[src/rtl/io_port_ctrl.sv]
// io_port_ctrl: CPU-side I/O port block.
// Holds NUM_OUT output registers and synchronises NUM_IN input ports.
// External interrupt lines are synchronised, edge-detected, latched in a
// pending register, masked, and presented to the CPU as a registered level.
// Optional feature macro: OUT_READBACK_EN. When defined, OUT-range reads
// return the current output register, so the CPU can read-modify-write.
module io_port_ctrl #(
  parameter int unsigned NUM_OUT       = 4,
  parameter int unsigned NUM_IN        = 4,
  parameter int unsigned NUM_IRQ       = 4,
  parameter logic [7:0]  OUT_BASE      = 8'h40,
  parameter logic [7:0]  IN_BASE       = 8'h20,
  parameter logic [7:0]  IRQ_MASK_ADDR = 8'hF0,
  parameter logic [7:0]  IRQ_PEND_ADDR = 8'hF1
) (
  input  logic                   clk,
  input  logic                   rst,
  input  logic [7:0]             port_id,
  input  logic [7:0]             out_port,
  input  logic                   io_strb,
  output logic [7:0]             in_port,
  output logic [8*NUM_OUT-1:0]   gpio_out,
  input  logic [8*NUM_IN-1:0]    gpio_in,
  input  logic [NUM_IRQ-1:0]     irq_in,
  output logic                   interrupt,
  output logic [NUM_IRQ-1:0]     irq_pending
);

  // 9-bit range bounds so base+N up to 256 is representable
  localparam logic [8:0] OUT_LO = {1'b0, OUT_BASE};
  localparam logic [8:0] OUT_HI = OUT_LO + 9'(NUM_OUT);
  localparam logic [8:0] IN_LO  = {1'b0, IN_BASE};
  localparam logic [8:0] IN_HI  = IN_LO + 9'(NUM_IN);
  localparam logic [8:0] MSK9   = {1'b0, IRQ_MASK_ADDR};
  localparam logic [8:0] PND9   = {1'b0, IRQ_PEND_ADDR};

  if (NUM_OUT < 1 || NUM_OUT > 8 || NUM_IN < 1 || NUM_IN > 8 ||
      NUM_IRQ < 1 || NUM_IRQ > 8) begin : g_bad_count
    $error("io_port_ctrl: port/irq counts must be 1..8");
  end
  if (OUT_HI > 9'd256 || IN_HI > 9'd256) begin : g_bad_range
    $error("io_port_ctrl: address range exceeds 8-bit port space");
  end
  if ((OUT_LO < IN_HI && IN_LO < OUT_HI) ||
      (MSK9 >= OUT_LO && MSK9 < OUT_HI) || (MSK9 >= IN_LO && MSK9 < IN_HI) ||
      (PND9 >= OUT_LO && PND9 < OUT_HI) || (PND9 >= IN_LO && PND9 < IN_HI) ||
      (MSK9 == PND9)) begin : g_bad_overlap
    $error("io_port_ctrl: overlapping address decode");
  end

  logic [8:0]             pid9;
  logic [8*NUM_OUT-1:0]   out_q, out_d;
  logic [8*NUM_IN-1:0]    gin_s1_q, gin_s2_q;
  logic [NUM_IRQ-1:0]     irq_s1_q, irq_s2_q, irq_prev_q;
  logic [NUM_IRQ-1:0]     mask_q, mask_d;
  logic [NUM_IRQ-1:0]     pend_q, pend_d;
  logic [NUM_IRQ-1:0]     rise, clr;
  logic                   int_q;
  logic [7:0]             mask_ext, pend_ext, rd;

  assign pid9 = {1'b0, port_id};
  assign rise = irq_s2_q & ~irq_prev_q;

  // CPU write decode; a rising edge sets pending even if cleared in the same cycle
  always_comb begin
    out_d  = out_q;
    mask_d = mask_q;
    clr    = '0;
    if (io_strb) begin
      for (int unsigned k = 0; k < NUM_OUT; k++) begin
        if (pid9 == OUT_LO + 9'(k)) out_d[8*k +: 8] = out_port;
      end
      if (port_id == IRQ_MASK_ADDR) mask_d = out_port[NUM_IRQ-1:0];
      if (port_id == IRQ_PEND_ADDR) clr    = out_port[NUM_IRQ-1:0];
    end
    pend_d = (pend_q & ~clr) | rise;
  end

  // Register state: outputs, mask, pending, synchronisers, interrupt level
  always_ff @(posedge clk or negedge rst) begin
    if (!rst) begin
      out_q      <= '0;
      mask_q     <= '0;
      pend_q     <= '0;
      gin_s1_q   <= '0;
      gin_s2_q   <= '0;
      irq_s1_q   <= '0;
      irq_s2_q   <= '0;
      irq_prev_q <= '0;
      int_q      <= 1'b0;
    end else begin
      out_q      <= out_d;
      mask_q     <= mask_d;
      pend_q     <= pend_d;
      gin_s1_q   <= gin_in_w();
      gin_s2_q   <= gin_s1_q;
      irq_s1_q   <= irq_in;
      irq_s2_q   <= irq_s1_q;
      irq_prev_q <= irq_s2_q;
      int_q      <= |(pend_q & mask_q);
    end
  end

  function automatic logic [8*NUM_IN-1:0] gin_in_w();
    return gpio_in;
  endfunction

  // Read mux, combinational from port_id; pending outranks mask outranks ranges
  always_comb begin
    mask_ext = '0;
    pend_ext = '0;
    mask_ext[NUM_IRQ-1:0] = mask_q;
    pend_ext[NUM_IRQ-1:0] = pend_q;
    rd = '0;
    if (port_id == IRQ_PEND_ADDR) begin
      rd = pend_ext;
    end else if (port_id == IRQ_MASK_ADDR) begin
      rd = mask_ext;
    end else begin
      for (int unsigned k = 0; k < NUM_IN; k++) begin
        if (pid9 == IN_LO + 9'(k)) rd = gin_s2_q[8*k +: 8];
      end
`ifdef OUT_READBACK_EN
      for (int unsigned k = 0; k < NUM_OUT; k++) begin
        if (pid9 == OUT_LO + 9'(k)) rd = out_q[8*k +: 8];
      end
`else
`endif
    end
  end

  assign in_port     = rd;
  assign gpio_out    = out_q;
  assign interrupt   = int_q;
  assign irq_pending = pend_q;

endmodule
[config.mk]
export PLATFORM = sky130hd
export DESIGN_NAME = io_port_ctrl
export DESIGN_NICKNAME = d
export VERILOG_FILES = /design/src/rtl/io_port_ctrl.sv
export SDC_FILE = /design/constraint.sdc
export NUM_CORES = 1
export LEC_CHECK = 0
export BUFFER_PORTS_ARGS = -buffer_cell sky130_fd_sc_hd__buf_2
export CELL_PAD_IN_SITES_DETAIL_PLACEMENT = 0
export CELL_PAD_IN_SITES_GLOBAL_PLACEMENT = 1
export CORE_UTILIZATION = 38
export DETAILED_ROUTE_END_ITERATION = 8
export PLACE_DENSITY = 0.85
export SLEW_MARGIN = 10
export SYNTH_ARGS = -nofsm -noshare
export SYNTH_HDL_FRONTEND = slang
export SYNTH_SLANG_ARGS = --single-unit
[constraint.sdc]
create_clock -name clk -period 1.19 [get_ports clk]
set_input_delay 0.119 -clock clk [delete_from_list [all_inputs] [get_ports clk]]
set_output_delay 0.119 -clock clk [all_outputs]
set_load 0.005 [all_outputs]
# ---- After elaboration in Yosys (flattened, before gate mapping)
# Cells that the tools add are included.
dict set report classes {
  n_mux 8
  add_sub_neg 0
  div 0
  n_lt_le_gt_ge 0
  n_reduce_logical 6
  shifts 0
  n_eq_ne 10
  bitwise 6
  mul 0
}
# op n
set op_table {}
lappend op_table {{$mux 8} 6}
lappend op_table {{$eq 8x6->1 const B} 4}
lappend op_table {{$eq 8x7->1 const B} 4}
lappend op_table {{$eq 8x8->1 const B} 2}
lappend op_table {{$and 4x4->4} 3}
lappend op_table {{$reduce_and 2->1} 5}
lappend op_table {{$mux 4} 2}
lappend op_table {{$not 4->4} 2}
lappend op_table {{$or 4x4->4} 1}
lappend op_table {{$reduce_or 4->1} 1}
dict set report word_totals {
  latch_bits 0
  rom_bits 0
  ff_bits 117
  mem_count 0
  mem_bits_rw 0
}

# ---- Logic depth before layout (Yosys ltp)
# Gate-level depths: netlist (run 1).
dict set report logic_depth {
  depth_word 7
  depth_mapped 6
  mapped_depth_nobuf 4
}

# ---- Worst setup path before layout (run 1)
# OpenSTA, ideal clock, no wires.
dict set report synth_path {
  kind {input to register}
  from {input port port_id[1]}
  to {register out_q[31] (netlist: gpio_out[31])}
  path_buffers 1
  required_ps 1062
  arrival_time_ps 1191
  setup_ps 128
  path_slack_ps -129
  cell_stages 4
  cell_sequence {clkbuf_2 > nor3b_4 > nand3_2 > mux2_1}
}
dict set report synth_between {
  elab_chain_len 2
}
# element line_no
set synth_rtl {}
lappend synth_rtl {{from (decl)} 18} ;# input logic [7:0] port_id,
lappend synth_rtl {{$eq 8x7->1} 71} ;# if (pid9 == OUT_LO + 9'(k)) out_d[8*k +: 8] = out_port;
lappend synth_rtl {{$reduce_and 2->1 (no line)} -}
lappend synth_rtl {{to (signal assigned)} 92} ;# out_q <= out_d;
lappend synth_rtl {{to (decl)} 52} ;# logic [8*NUM_OUT-1:0] out_q, out_d;
# No other way between the ends.
# A chain may end at the register's enable or synchronous reset.

# ---- Final worst setup path (run 1)
dict set report layout_path {
  from {register gin_s2_q[1]}
  to {output port in_port[1]}
}
dict set report layout_between {
  elab_chain_len 6
}
# element line_no
set layout_rtl {}
lappend layout_rtl {{from (decl)} 53} ;# logic [8*NUM_IN-1:0] gin_s1_q, gin_s2_q;
lappend layout_rtl {{from (signal assigned)} 96} ;# gin_s2_q <= gin_s1_q;
lappend layout_rtl {{$mux 8 (4 in series)} 121} ;# if (pid9 == IN_LO + 9'(k)) rd = gin_s2_q[8*k +: 8];
lappend layout_rtl {{$mux 8} 117} ;# end else if (port_id == IRQ_MASK_ADDR) begin
lappend layout_rtl {{$mux 8} 115} ;# if (port_id == IRQ_PEND_ADDR) begin
lappend layout_rtl {{to (decl)} 21} ;# output logic [7:0] in_port,
# No other way between the ends.

==> run_results.csv, run 1 <==
group,metric,value,unit
sta,finClkSkew,9.21,ps
floorplan,core-area,9910,um2
cells_and_area,nNetsFinal,479,
yosys,synth.distinct_cells,32,
detailed_routing,ant_nets,0,
yosys,synth_top_family_by_area,"multiplexers",
power_and_ir_drop,p_int,7.62,mW
worst_setup_path,arrival,1650,ps
placed_design,dp.cells,490,
power_and_ir_drop,p_clk_share,50.4,%
yosys,synth.avg_cell_area,16.4,um2
sta,whs,92.1,ps
global_route,grt_pass1_vias,2947,
yosys,synthXorXnorAreaFrac,0,%
sta,tightest_slew,477,ps
outcome,violations,"negative setup slack",
power_and_ir_drop,p_comb_share,6.3,%
yosys,ys_seq_area_share,74.5,%
clock_tree,root_buffer,"clkbuf_8",
yosys,syn_nets,295,
detailed_routing,totalWireLength,8460,um
floorplan,io_pins,100,
detailed_routing,drtIter0Drc,72,
sta,final_hold_viol_count,0,
global_route,grt_max_degree,78,
clock_tree,clockBufferDepth,2,
placed_design,dp_slack,-380,ps
yosys,synthSimpleGateAreaFrac,6.65,%
sta,setup_ws,-574,ps
sta,fmax,567,MHz
sta,post-route-period-util,148,%
sta,maxSlewViolCount,0,
clock_tree,clk_latency,510,ps
clock_tree,numClockSinks,117,
power_and_ir_drop,p_sw,2.19,mW
clock_tree,path_clk_slew,60,ps
global_route,track_usage,17.5,%
floorplan,design.die.area,10800,um2
detailed_routing,wl_per_cell,14.8,um
worst_setup_path,critPathKind,"reg2out",
floorplan,rows,36,
detailed_routing,route.detailed.drc,0,
detailed_routing,via_count,2639,
yosys,synth_area,3930,um2
global_route,use_met3,4.47,%
yosys,syn_inst,240,
clock_tree,htreeDepth,4,
sta,setup-violations-final,10,
cells_and_area,antenna_cells,0,
cells_and_area,syn_to_final_growth,50.7,%
floorplan,die_h,104,um
global_route,antenna_found_initial,0,
yosys,yosysWarnings,0,
detailed_routing,first_pass_iters,4,
global_route,grtUsageMet2,30.4,%
power_and_ir_drop,leakage,2.95,nW
yosys,muxShareOfSynthArea,11.4,%
placed_design,dp_hpwl,5350,um
yosys,synth_compound_area_share,6.11,%
yosys,ys_ff_latch,117,
cells_and_area,layout-drive-gt1-share,49.0,%
outcome,status,"complete, but fails checks",
global_route,globalRoute.busiestLayer,"met2",
clock_tree,cts_made_buffers,17,
sta,rsz0062_at_grt,"true",
power_and_ir_drop,p_sw_share,22.3,%
sta,fin_tns_setup,-2820,ps
global_route,grtUsageMet1,20.5,%
power_and_ir_drop,ir_worst_vdd,906,uV
worst_setup_path,startpoint_type,"flip-flop",
sta,slew_headroom,68.2,%
global_route,grt_pass1_wl,14300,um
floorplan,start_util,39.7,%
clock_tree,cts_tree,"done",
global_route,overflow,0,
power_and_ir_drop,pwr-share-seq,43.3,%
placed_design,portBuffers,99,
sta,min_period,1760,ps
worst_setup_path,crit_required,1070,ps
worst_setup_path,crit_path_end_kind,"output port",
yosys,synthAdderAreaFrac,0,%
min_path,hold_path_class,"in2reg",
cells_and_area,final_cells,570,
cells_and_area,fin_util,59.8,%
floorplan,die_width,104,um
power_and_ir_drop,cellPowerDensity,1660,nW/um2
detailed_routing,avgViaCountPerCell,4.63,
placed_design,gp_congestion,0.840,
worst_setup_path,critPathMaxFanout,1,
flow_run,cap_violations,0,
[worst max-delay path, cell delays in order (launching register included)]
cell	delay (ps)
dfrtp_1	360
mux2_4	280
o22ai_4	150
nor3_2	60
o22a_1	160
buf_2	130
[metal layers]
layer / routed length, um / part of all wire (%)
met4: 173 / 2.0
met1: 3520 / 42
met5: 0 / 0
met3: 401 / 4.7
met2: 4360 / 52
[synthesized netlist by cell type]
library cell  number  area, um2
dfrtp_1          117       2930
mux2_2            37        417
a21oi_1            8       40.0
a22oi_1            8       60.1
inv_1              7       26.3
nand4_1            7       43.8
o21ai_0            6       30.0
nand2_1            5       18.8
a22o_1             4       35.0
buf_2              4       20.0
nor3_1             4       20.0
o211ai_1           4       30.0
nand2b_1           3       18.8
nor2_1             3       11.3
mux2i_1            2       20.0
nor4_4             2       42.5
o21a_1             2       15.0
o22a_1             2       17.5
o22ai_1            2       12.5
and3_1             1       6.26
clkbuf_1           1       3.75
clkbuf_2           1       5.00
mux2_1             1       11.3
nand2_2            1       6.26
nand3_2            1       10.0
nand3b_2           1       11.3
nand4b_2           1       15.0
nand4bb_1          1       11.3
nor2_2             1       6.26
nor3b_4            1       18.8
nor4_1             1       6.26
nor4b_2            1       15.0
[placed cells by master, fill, tap and decap left out, types with 7 or more instances in the layout]
cell	Yosys	routed
a21oi_1	8	7
nand4_1	7	7
dlygate4sd3_1	0	45
mux2_2	37	36
inv_1	7	7
buf_2	4	97
buf_4	0	26
dfrtp_1	117	117
clkbuf_16	0	16
[final timing paths]
check	endpoint	slack, ps	cells after the start	startpoint
setup / recovery	in_port[1]	-570	5	gin_s2_q[1]
hold / removal	irq_pending[1]	90	4	io_strb
setup reg to reg	interrupt	180	4	irq_pending[3]
hold reg to reg	irq_s2_q[0]	350	0	irq_s1_q[0]
max in group asynchronous	gin_s1_q[27]	620	3	rst
min in group asynchronous	gpio_out[9]	170	3	rst
[through the flow]
stage	total power, mW	cell area [um2]
CTS	9.93	5880
detailed placement	4.80	4790
global route	10.2	5930
global placement	4.78	4790
finish	9.81	5930
floorplan	4.46	3990
[power groups by stage]
stage	Clock (mW)	Sequential [mW]	Combinational, mW
floorplan	0	4.30	0.159
global placement	0	4.31	0.473
detailed placement	0	4.31	0.489
CTS	5.07	4.25	0.612
global route	5.26	4.27	0.684
finish	4.94	4.25	0.620
[registers in the layout, indices dropped and copies added (netlist names)]
register and count:
irq_s2_q 4, interrupt 1, mask_q 4, gpio_out 32, gin_s1_q 32, irq_prev_q 4
gin_s2_q 32, irq_pending 4, irq_s1_q 4
[layout make-up]
cell class	instances	area (um2)
clock buffers	19	442
clock inverters	13	149
fillers	806	3980
inverters	7	26.3
multi-input cells	110	1040
flip-flops and latches	117	2930
well taps	133	166
repair buffers	171	1170
[kinds of logic (layout without fill, tap and decap cells)]
group,Yosys count,after routing
simple gates,34,34
buf+inv,13,210
compound gates,36,36
flops,117,117
mux,40,40
[timing repair]
action / 4_1_cts / 5_1_grt
buffers inserted: 1 / 2
resized for setup: 11 / 7
hold endpoints to repair: 193 / 0
pin swaps: 11 / 3
hold buffers: 45 / 0
setup endpoints to repair: 12 / 12
No activity file was read; power rests on OpenSTA's default activity.
==> inputs of run 2 (changes only) <==
Settings changed: BUFFER_PORTS_ARGS -buffer_cell sky130_fd_sc_hd__buf_2 to -buffer_cell sky130_fd_sc_hd__buf_4.
==> run 2 against run 1 <==
The run still ends with negative setup slack left. First-iteration DRC count down 2.8%. Flip-flop and latch count stayed put. Die area unchanged. Total power up 0.97%. Wire length is 3.5% higher. Via count grew 0.27%. Critical endpoint unchanged. Highest routed layer unchanged.
==> run_results.csv, run 2 (synthesis gave the netlist of run 1 again) <==
group,metric,value,unit
outcome,status,"complete, but fails checks",
outcome,violations,"negative setup slack",
cells_and_area,syn_to_final_growth,58.2,%
placed_design,portBuffers,99,
detailed_routing,ant_nets,0,
power_and_ir_drop,leakage,3.02,nW
placed_design,placed_cell_area,5060,um2
cells_and_area,layout-drive-gt1-share,50.7,%
sta,post-route-period-util,149,%
floorplan,io_pins,100,
flow_run,cap_violations,0,
min_path,hold_path_class,"in2reg",
detailed_routing,route.detailed.drc,0,
worst_setup_path,startpoint_type,"flip-flop",
sta,slew_headroom,74.6,%
sta,setup_ws,-578,ps
power_and_ir_drop,pwr-share-seq,42.9,%
power_and_ir_drop,cellPowerDensity,1590,nW/um2
sta,finClkSkew,5.03,ps
sta,maxSlewViolCount,0,
worst_setup_path,critPathSlowestCell,"dfrtp_1",
cells_and_area,nNetsFinal,480,
clock_tree,cts_made_buffers,17,
power_and_ir_drop,p_sw_share,22.2,%
floorplan,die_h,104,um
floorplan,start_util,39.7,%
cells_and_area,fin_util,62.8,%
detailed_routing,drtIter0Drc,70,
detailed_routing,wl_per_cell,15.3,um
floorplan,rows,36,
worst_setup_path,critPathMaxFanout,1,
global_route,track_usage,17.7,%
global_route,overflow,0,
detailed_routing,avgViaCountPerCell,4.63,
worst_setup_path,crit_required,1070,ps
worst_setup_path,critPathKind,"reg2out",
clock_tree,clockBufferDepth,2,
sta,setup-violations-final,10,
clock_tree,cts_tree,"done",
sta,tightest_slew,378,ps
worst_setup_path,arrival,1650,ps
sta,rsz0062_at_grt,"true",
detailed_routing,totalWireLength,8760,um
cells_and_area,antenna_cells,0,
placed_design,dp_hpwl,5350,um
sta,fmax,566,MHz
cells_and_area,ff_latch_area,2930,um2
cells_and_area,final_common_cell,"buf_4",
global_route,antenna_found_initial,0,
clock_tree,numClockSinks,117,
sta,whs,107,ps
floorplan,core-area,9910,um2
clock_tree,htreeDepth,4,
power_and_ir_drop,p_int,7.71,mW
cells_and_area,final_cell_mix,"119 x buf_4, 116 x dfrtp_1, 45 x dlygate4sd3_1, 35 x mux2_2, 16 x clkbuf_16",
worst_setup_path,max_stage_delay,360,ps
cells_and_area,multi_input_area,1060,um2
power_and_ir_drop,p_clk_share,49.8,%
detailed_routing,via_count,2646,
detailed_routing,first_pass_iters,4,
global_route,grt_max_degree,70,
clock_tree,path_clk_slew,60,ps
global_route,grt_pass1_wl,14500,um
floorplan,design.die.area,10800,um2
clock_tree,root_buffer,"clkbuf_8",
floorplan,die_width,104,um
cells_and_area,fin_area,6220,um2
global_route,grt_pass1_vias,2872,
worst_setup_path,crit_path_end_kind,"output port",
cells_and_area,fill_cells,764,
power_and_ir_drop,p_comb_share,7.3,%
clock_tree,clk_latency,500,ps
placed_design,gp_congestion,0.751,
sta,min_period,1770,ps
power_and_ir_drop,ir_worst_vdd,997,uV
sta,final_hold_viol_count,0,
worst_setup_path,path_cells,"mux2_4 > o22ai_2 > nor3_2 > o22a_1 > buf_4",
power_and_ir_drop,p_sw,2.20,mW
run 2: changes by cell type in the layout (fill, tap and decap cells not counted), moves of 2 or more:
cell     change
buf_2       -97
a21oi_1      -3
o22ai_2      +2
a21oi_2      +3
buf_6        +4
buf_4       +93
run 2: power groups by stage:
stage / Clock (mW) / Sequential (mW) / Combinational [mW]
final: 4.94 / 4.25 / 0.719
after global routing: 5.24 / 4.27 / 0.785
after CTS: 5.01 / 4.25 / 0.711
after detailed placement: 0 / 4.32 / 0.579
after global placement: 0 / 4.31 / 0.567
after floorplan: 0 / 4.30 / 0.159
run 2: path summary, 6_finish.rpt:
kind / from / end / slack, ps / cells past startpoint
worst max-delay path: gin_s2_q[1] / in_port[1] / -580 / 5
max in group asynchronous: rst / gin_s2_q[4] / 710 / 3
worst min register to register: irq_s1_q[1] / irq_s2_q[1] / 340 / 0
worst min-delay path: io_strb / irq_pending[1] / 110 / 4
min in group asynchronous: rst / irq_pending[1] / 160 / 3
worst max register to register: irq_pending[3] / interrupt / 150 / 4
run 2: cell type report:
class / instances / area share, %
Sequential cell: 117 / 47.1
Timing Repair Buffer: 172 / 23.3
Multi-Input combinational cell: 110 / 17.0
Clock buffer: 19 / 7.10
Tap cell: 133 / 2.68
Clock inverter: 13 / 2.39
Inverter: 7 / 0.422
run 2: stage by stage:
step / setup WS [ps] / setup TNS, ps / power [mW] / instances
finish: -578 / -2920 / 9.91 / 571
global route: -656 / -3570 / 10.3 / 571
CTS: -585 / -3040 / 9.98 / 570
detailed placement: -269 / -8120 / 4.90 / 492
global placement: -242 / -7830 / 4.88 / 492
floorplan: -64.3 / -1430 / 4.46 / 240
run 2: routing by layer:
layer	vias up	wire length [um]	GRT usage, %
met1	1325	3540	20.7
met3	12	352	4.53
met2	77	4750	30.9
met4	0	119	7.14
met5	-	0	0
li1	1232	-	-
run 2: worst max-delay path: cells and delay by family (launching register included):
kind / cells / cell delay, ps
flops: 1 / 360
compound gates: 2 / 330
buf+inv: 1 / 130
mux: 1 / 270
simple gates: 1 / 60
run 2: what timing repair did:
action                     in CTS  in global routing
resized for setup              20                  8
pin swaps                      14                  5
buffers inserted                1                  2
setup endpoints to repair      12                 12
hold buffers                   45                  0
hold endpoints to repair      191                  0
